[src/rtl/async_count_pkg.sv]
// Shared types and defaults for the ripple-counter checker and its sync filter.
package async_count_pkg;

    typedef enum logic [1:0] {
        IDLE    = 2'd0,
        ACQUIRE = 2'd1,
        TRACK   = 2'd2
    } state_t;

    localparam int unsigned DEF_WIDTH          = 4;
    localparam int unsigned DEF_SYNC_STAGES    = 2;
    localparam int unsigned DEF_STABLE_CYCLES  = 4;
    localparam int unsigned DEF_TIMEOUT_CYCLES = 200_000_000;
    localparam int unsigned DEF_ERR_W          = 8;

    // val + 1 wrapped to the low 'width' bits.
    function automatic logic [31:0] next_count(input logic [31:0] val, input int unsigned width);
        logic [31:0] mask;
        mask = (width >= 32) ? '1 : ((32'd1 << width) - 32'd1);
        return (val + 32'd1) & mask;
    endfunction

endpackage

[src/rtl/count_sync_filter.sv]
// Multi-flop synchroniser followed by a stability filter for an asynchronous bus.
// cand is the last synced value; stable_hit is high once cand has been seen
// unchanged for STABLE_CYCLES consecutive synced samples.
module count_sync_filter
    import async_count_pkg::*;
#(
    parameter int unsigned WIDTH         = DEF_WIDTH,
    parameter int unsigned SYNC_STAGES   = DEF_SYNC_STAGES,
    parameter int unsigned STABLE_CYCLES = DEF_STABLE_CYCLES
) (
    input  logic             clk,
    input  logic             rst,
    input  logic [WIDTH-1:0] din,
    output logic [WIDTH-1:0] cand,
    output logic             stable_hit
);

    localparam int unsigned     SW         = (STABLE_CYCLES > 1) ? $clog2(STABLE_CYCLES) : 1;
    localparam logic [SW-1:0]   STABLE_MAX = SW'(STABLE_CYCLES - 1);

    logic [WIDTH-1:0] sync_q [SYNC_STAGES];
    logic [WIDTH-1:0] synced;
    logic [SW-1:0]    stable;

    // Synchroniser chain; only the last stage is used downstream.
    always_ff @(posedge clk or posedge rst) begin
        if (rst) begin
            for (int unsigned i = 0; i < SYNC_STAGES; i++) begin
                sync_q[i] <= '0;
            end
        end else begin
            sync_q[0] <= din;
            for (int unsigned i = 1; i < SYNC_STAGES; i++) begin
                sync_q[i] <= sync_q[i-1];
            end
        end
    end

    assign synced = sync_q[SYNC_STAGES-1];

    // Candidate register and saturating stability counter.
    always_ff @(posedge clk or posedge rst) begin
        if (rst) begin
            cand   <= '0;
            stable <= '0;
        end else if (synced != cand) begin
            cand   <= synced;
            stable <= '0;
        end else if (stable != STABLE_MAX) begin
            stable <= stable + SW'(1);
        end
    end

    assign stable_hit = (stable == STABLE_MAX);

endmodule

[config.mk]
export PLATFORM = sky130hd
export DESIGN_NAME = count_sync_filter
export DESIGN_NICKNAME = d
export VERILOG_FILES = /design/src/rtl/async_count_pkg.sv /design/src/rtl/count_sync_filter.sv
export SDC_FILE = /design/constraint.sdc
export NUM_CORES = 1
export LEC_CHECK = 0
export CAP_MARGIN = 0
export CORE_AREA = 2 2 39 41
export CTS_BUF_LIST = sky130_fd_sc_hd__clkbuf_16
export CTS_CLUSTER_SIZE = 24
export DETAILED_ROUTE_END_ITERATION = 8
export DIE_AREA = 0 0 41 43
export GPL_TIMING_DRIVEN = 1
export PLACE_DENSITY_LB_ADDON = 0.15
export SLEW_MARGIN = 20
export SYNTH_ARGS = -nofsm -noshare
export SYNTH_HDL_FRONTEND = slang
export SYNTH_SLANG_ARGS = --single-unit
[constraint.sdc]
create_clock -name clk -period 2.9 [get_ports clk]
set_input_delay 0.58 -clock clk [delete_from_list [all_inputs] [get_ports clk]]
set_output_delay 0.58 -clock clk [all_outputs]
set_load 0.01 [all_outputs]
# --- Word-level counts from Yosys, hierarchy flattened ---
# Cells that the tools add are included.
word_totals:
  regBits: 14
  input_bits: 6
  out_inout_bits: 5
  word_cells: 11
op_classes:
  addsub: 1
  eq_ne: 3
  muxes: 2
  reduce_logical: 1
ops:
  columns: ["op", "n"]
  rows:
  - ["2-to-1 mux 2 bit", 2]
  - ["!= test 4 bit", 1]
  - ["adder 2 x 1 -> 2 bit, second input constant", 1]
  - ["== test 2 bit, second input constant", 1]
  - ["!= test 2 bit, second input constant", 1]
  - ["nonzero test 2 bit", 1]

# --- Depth between registers and ports, before layout ---
logic_depth:
  word_depth: 3
  ltp_mapped: 3
  ltp_nobuf: 3

# --- Least setup slack after synthesis ---
# No wires, ideal clock.
synth_timing:
  path_type: "flip-flop to output port"
  from: "register stable[0]"
  to: "output port stable_hit"
  arrival_ns: 0.632
  required_time_ns: 2.320
  setup_slack_ns: 1.688
  stages_incl_launch_ff: 2
  n_path_buf: 0
  cell_sequence: "dfrtp_1 > ha_1"
synth_via:
  elab_chain_len: 1
synth_rtl:
  columns: ["element", "line_no", "text"]
  rows:
  - ["from (decl)", "count_sync_filter.sv:23", "logic [SW-1:0] stable;"]
  - ["from (signal assigned)", "count_sync_filter.sv:50", "stable <= stable + SW'(1);"]
  - ["== test 2 bit", "count_sync_filter.sv:54", "assign stable_hit = (stable == STABLE_MAX);"]
  - ["to (decl)", "count_sync_filter.sv:15", "output logic stable_hit"]
# Every way passes these cells.

# --- Final worst setup path ---
# Same ends and word-level chain as after synthesis.

==> run summary <==
Per-cell routed wire length = 10.7 um
Post-Syn Area = 449 um2
Fillcell total = 134
Status = finished, final reports clean
Largest net degree at the start of global routing = 15
Worst-path maximum fanout = 3
Row cnt = 14
Sequential share of the synthesized area = 78.0%
Lkg Pwr = 0.281 nW
Dpl cells = 51
Die area = 0.00176 mm2
Peak supply drop = 0.283 mV
Post-DRT Antenna Nets = 0
Vias per cell = 4.24
Starting Density = 32.5%
Hold slack = 0.345 ns
CP Capture Type = output pin
CTS tree = built
I/O Buffers = 10
Peak Freq = 0.515 GHz
R2R cell count = 3
P&R area growth vs syn = 40.1%
CP startpoint = stable[0]
DR DRC count = 0
Clk buf depth = 2
Netlist cell types = 9
N_diodes = 0
Hold violation count in the final report = 0
Syn nets = 36
Clock Latency Late Sink = 0.24 ns
Post-cts hold buffer count = 0
Final #Nets = 47
Initial DRC count = 1
Final TNS setup = 0 ns
Worst slew pin tran = 0.497 ns
Min-Delay Path Class = reg -> reg
Max-cap violations = 0
TritonCTS Buffers = 3
H-tree levels = 1
# IOs = 11
Max Slew Vio Count = 0
Initial antenna violation count = 0
GRT overflow = 0
Worst-path clk slew = 0.04 ns
Final core utilization = 45.5%
Overall die height = 43 um
TritonRoute pass-1 iters = 2
CP required = 2.32 ns
Setup violators final = 0
Width of the die = 41 um
Global-route wire length before repair = 1.01 mm
Clk root buf = clkbuf_16
CTS Sinks = 14
Vias in the first global route = 243
CP arrival = 1.36 ns
Avg Inst Size Synth = 15.5 um2
Type of origin of the critical path = register
Shortest period the worst path allows = 1.94 ns
Routability Congestion = 0.590
WL final = 578 um
Yosys warns = 0
Share of cells above drive strength 1 = 7.89%
Via Count = 229
Unrepaired setup endpoints after global routing = no
Syn Inst Count = 29
Critical Path End = stable_hit
Reg2reg start = stable[0]
Slew headroom = 66.8%
Core area = 0.00138 mm2
FF-to-FF End = stable[1]
Clock skew = 0.00192 ns
Final Cycle Share = 66.9%
Critical path type = reg -> out
Post-CTS Resized = 0
# Post-CTS Setup Buffers = 0
Cell Pwr Density = 764 mW/mm2
Non-Filler Instances = 54
GRT Total Usage = 9.56%
Hold_sp = sync_q[7]
Worst reg-to-reg setup slack = 1.93 ns
Synth Register Bits = 14
## report_power, final
| group | total, W | internal (W) | leakage [nW] | switching (W) |
|---|---|---|---|---|
| logic | 0.0000245 | 0.0000153 | 0.0769 | 0.00000918 |
| clock network | 0.000246 | 0.000179 | 0.0370 | 0.0000665 |
| registers | 0.000211 | 0.000205 | 0.168 | 0.00000529 |
## synthesized netlist by cell type
cell type  number  area share [%]
dfrtp_1        14              78
nor2_1          2             1.7
clkbuf_1        4             3.3
xor2_1          1             2.0
mux2i_1         1             2.2
inv_1           1            0.83
ha_1            1             2.8
nand4_1         1             1.4
xnor2_1         4             7.8
## cell type report
cell class | instances | area (um2) | area share, %
Timing Repair Buffer | 10 | 100 | 15.9
Clock buffer | 3 | 75.1 | 11.9
Sequential cell | 14 | 350 | 55.7
Multi-Input combinational cell | 10 | 80.1 | 12.7
Inverter | 1 | 3.75 | 0.596
Tap cell | 16 | 20.0 | 3.18
## layout by cell type, fill, tap and decap left out
| cell type | synthesis | layout |
|---|---|---|
| mux2i_1 | 1 | 1 |
| nand4_1 | 1 | 1 |
| xor2_1 | 1 | 1 |
| nor2_1 | 2 | 2 |
| inv_1 | 1 | 1 |
| ha_1 | 1 | 1 |
| clkdlybuf4s50_1 | 0 | 10 |
| clkbuf_16 | 0 | 3 |
| dfrtp_1 | 14 | 14 |
| xnor2_1 | 4 | 4 |
## through the flow
step / setup WS [ns] / cell area (um2) / power [W]
floorplan: 1.69 / 449 / 0.000225
global placement: 1.22 / 554 / 0.000237
detailed placement: 1.19 / 554 / 0.000239
CTS: 0.941 / 629 / 0.000490
global route: 0.905 / 629 / 0.000506
finish: 0.959 / 629 / 0.000481
## cells by family after synthesis
family	Yosys count	share of synthesized area (%)
flip-flops	14	78.0
buffers and inverters	5	4.18
adder cells (fa/ha/maj)	1	2.79
AND/OR/NAND/NOR	3	3.07
XOR/XNOR	5	9.75
multiplexers	1	2.23
## per-layer routing
metal	global-route usage [%]	vias up	wire length, um	part of all wire (%)
li1	-	105	-	-
met1	9.72	112	222	38
met3	4.71	2	43	7.4
met2	12.8	10	301	52
met5	0	-	0	0
met4	10.0	0	11	1.9
## flip-flops by register name, summed over array words and instances (netlist names)
signal / count
synced: 4
cand: 4
stable: 2
sync_q: 4
## worst min-delay path by stage
stage	end	slack (ns)	cells after the start
floorplan	synced[0]	0.33	0
global placement	synced[1]	0.33	0
detailed placement	synced[3]	0.34	0
CTS	synced[3]	0.35	0
global route	synced[3]	0.36	0
finish	synced[3]	0.35	0
## critical path, stage by stage (launching register included)
cell	delay (ns)
dfrtp_1	0.36
ha_1	0.22
clkdlybuf4s50_1	0.55
No activity file was read; power rests on OpenSTA's default activity.
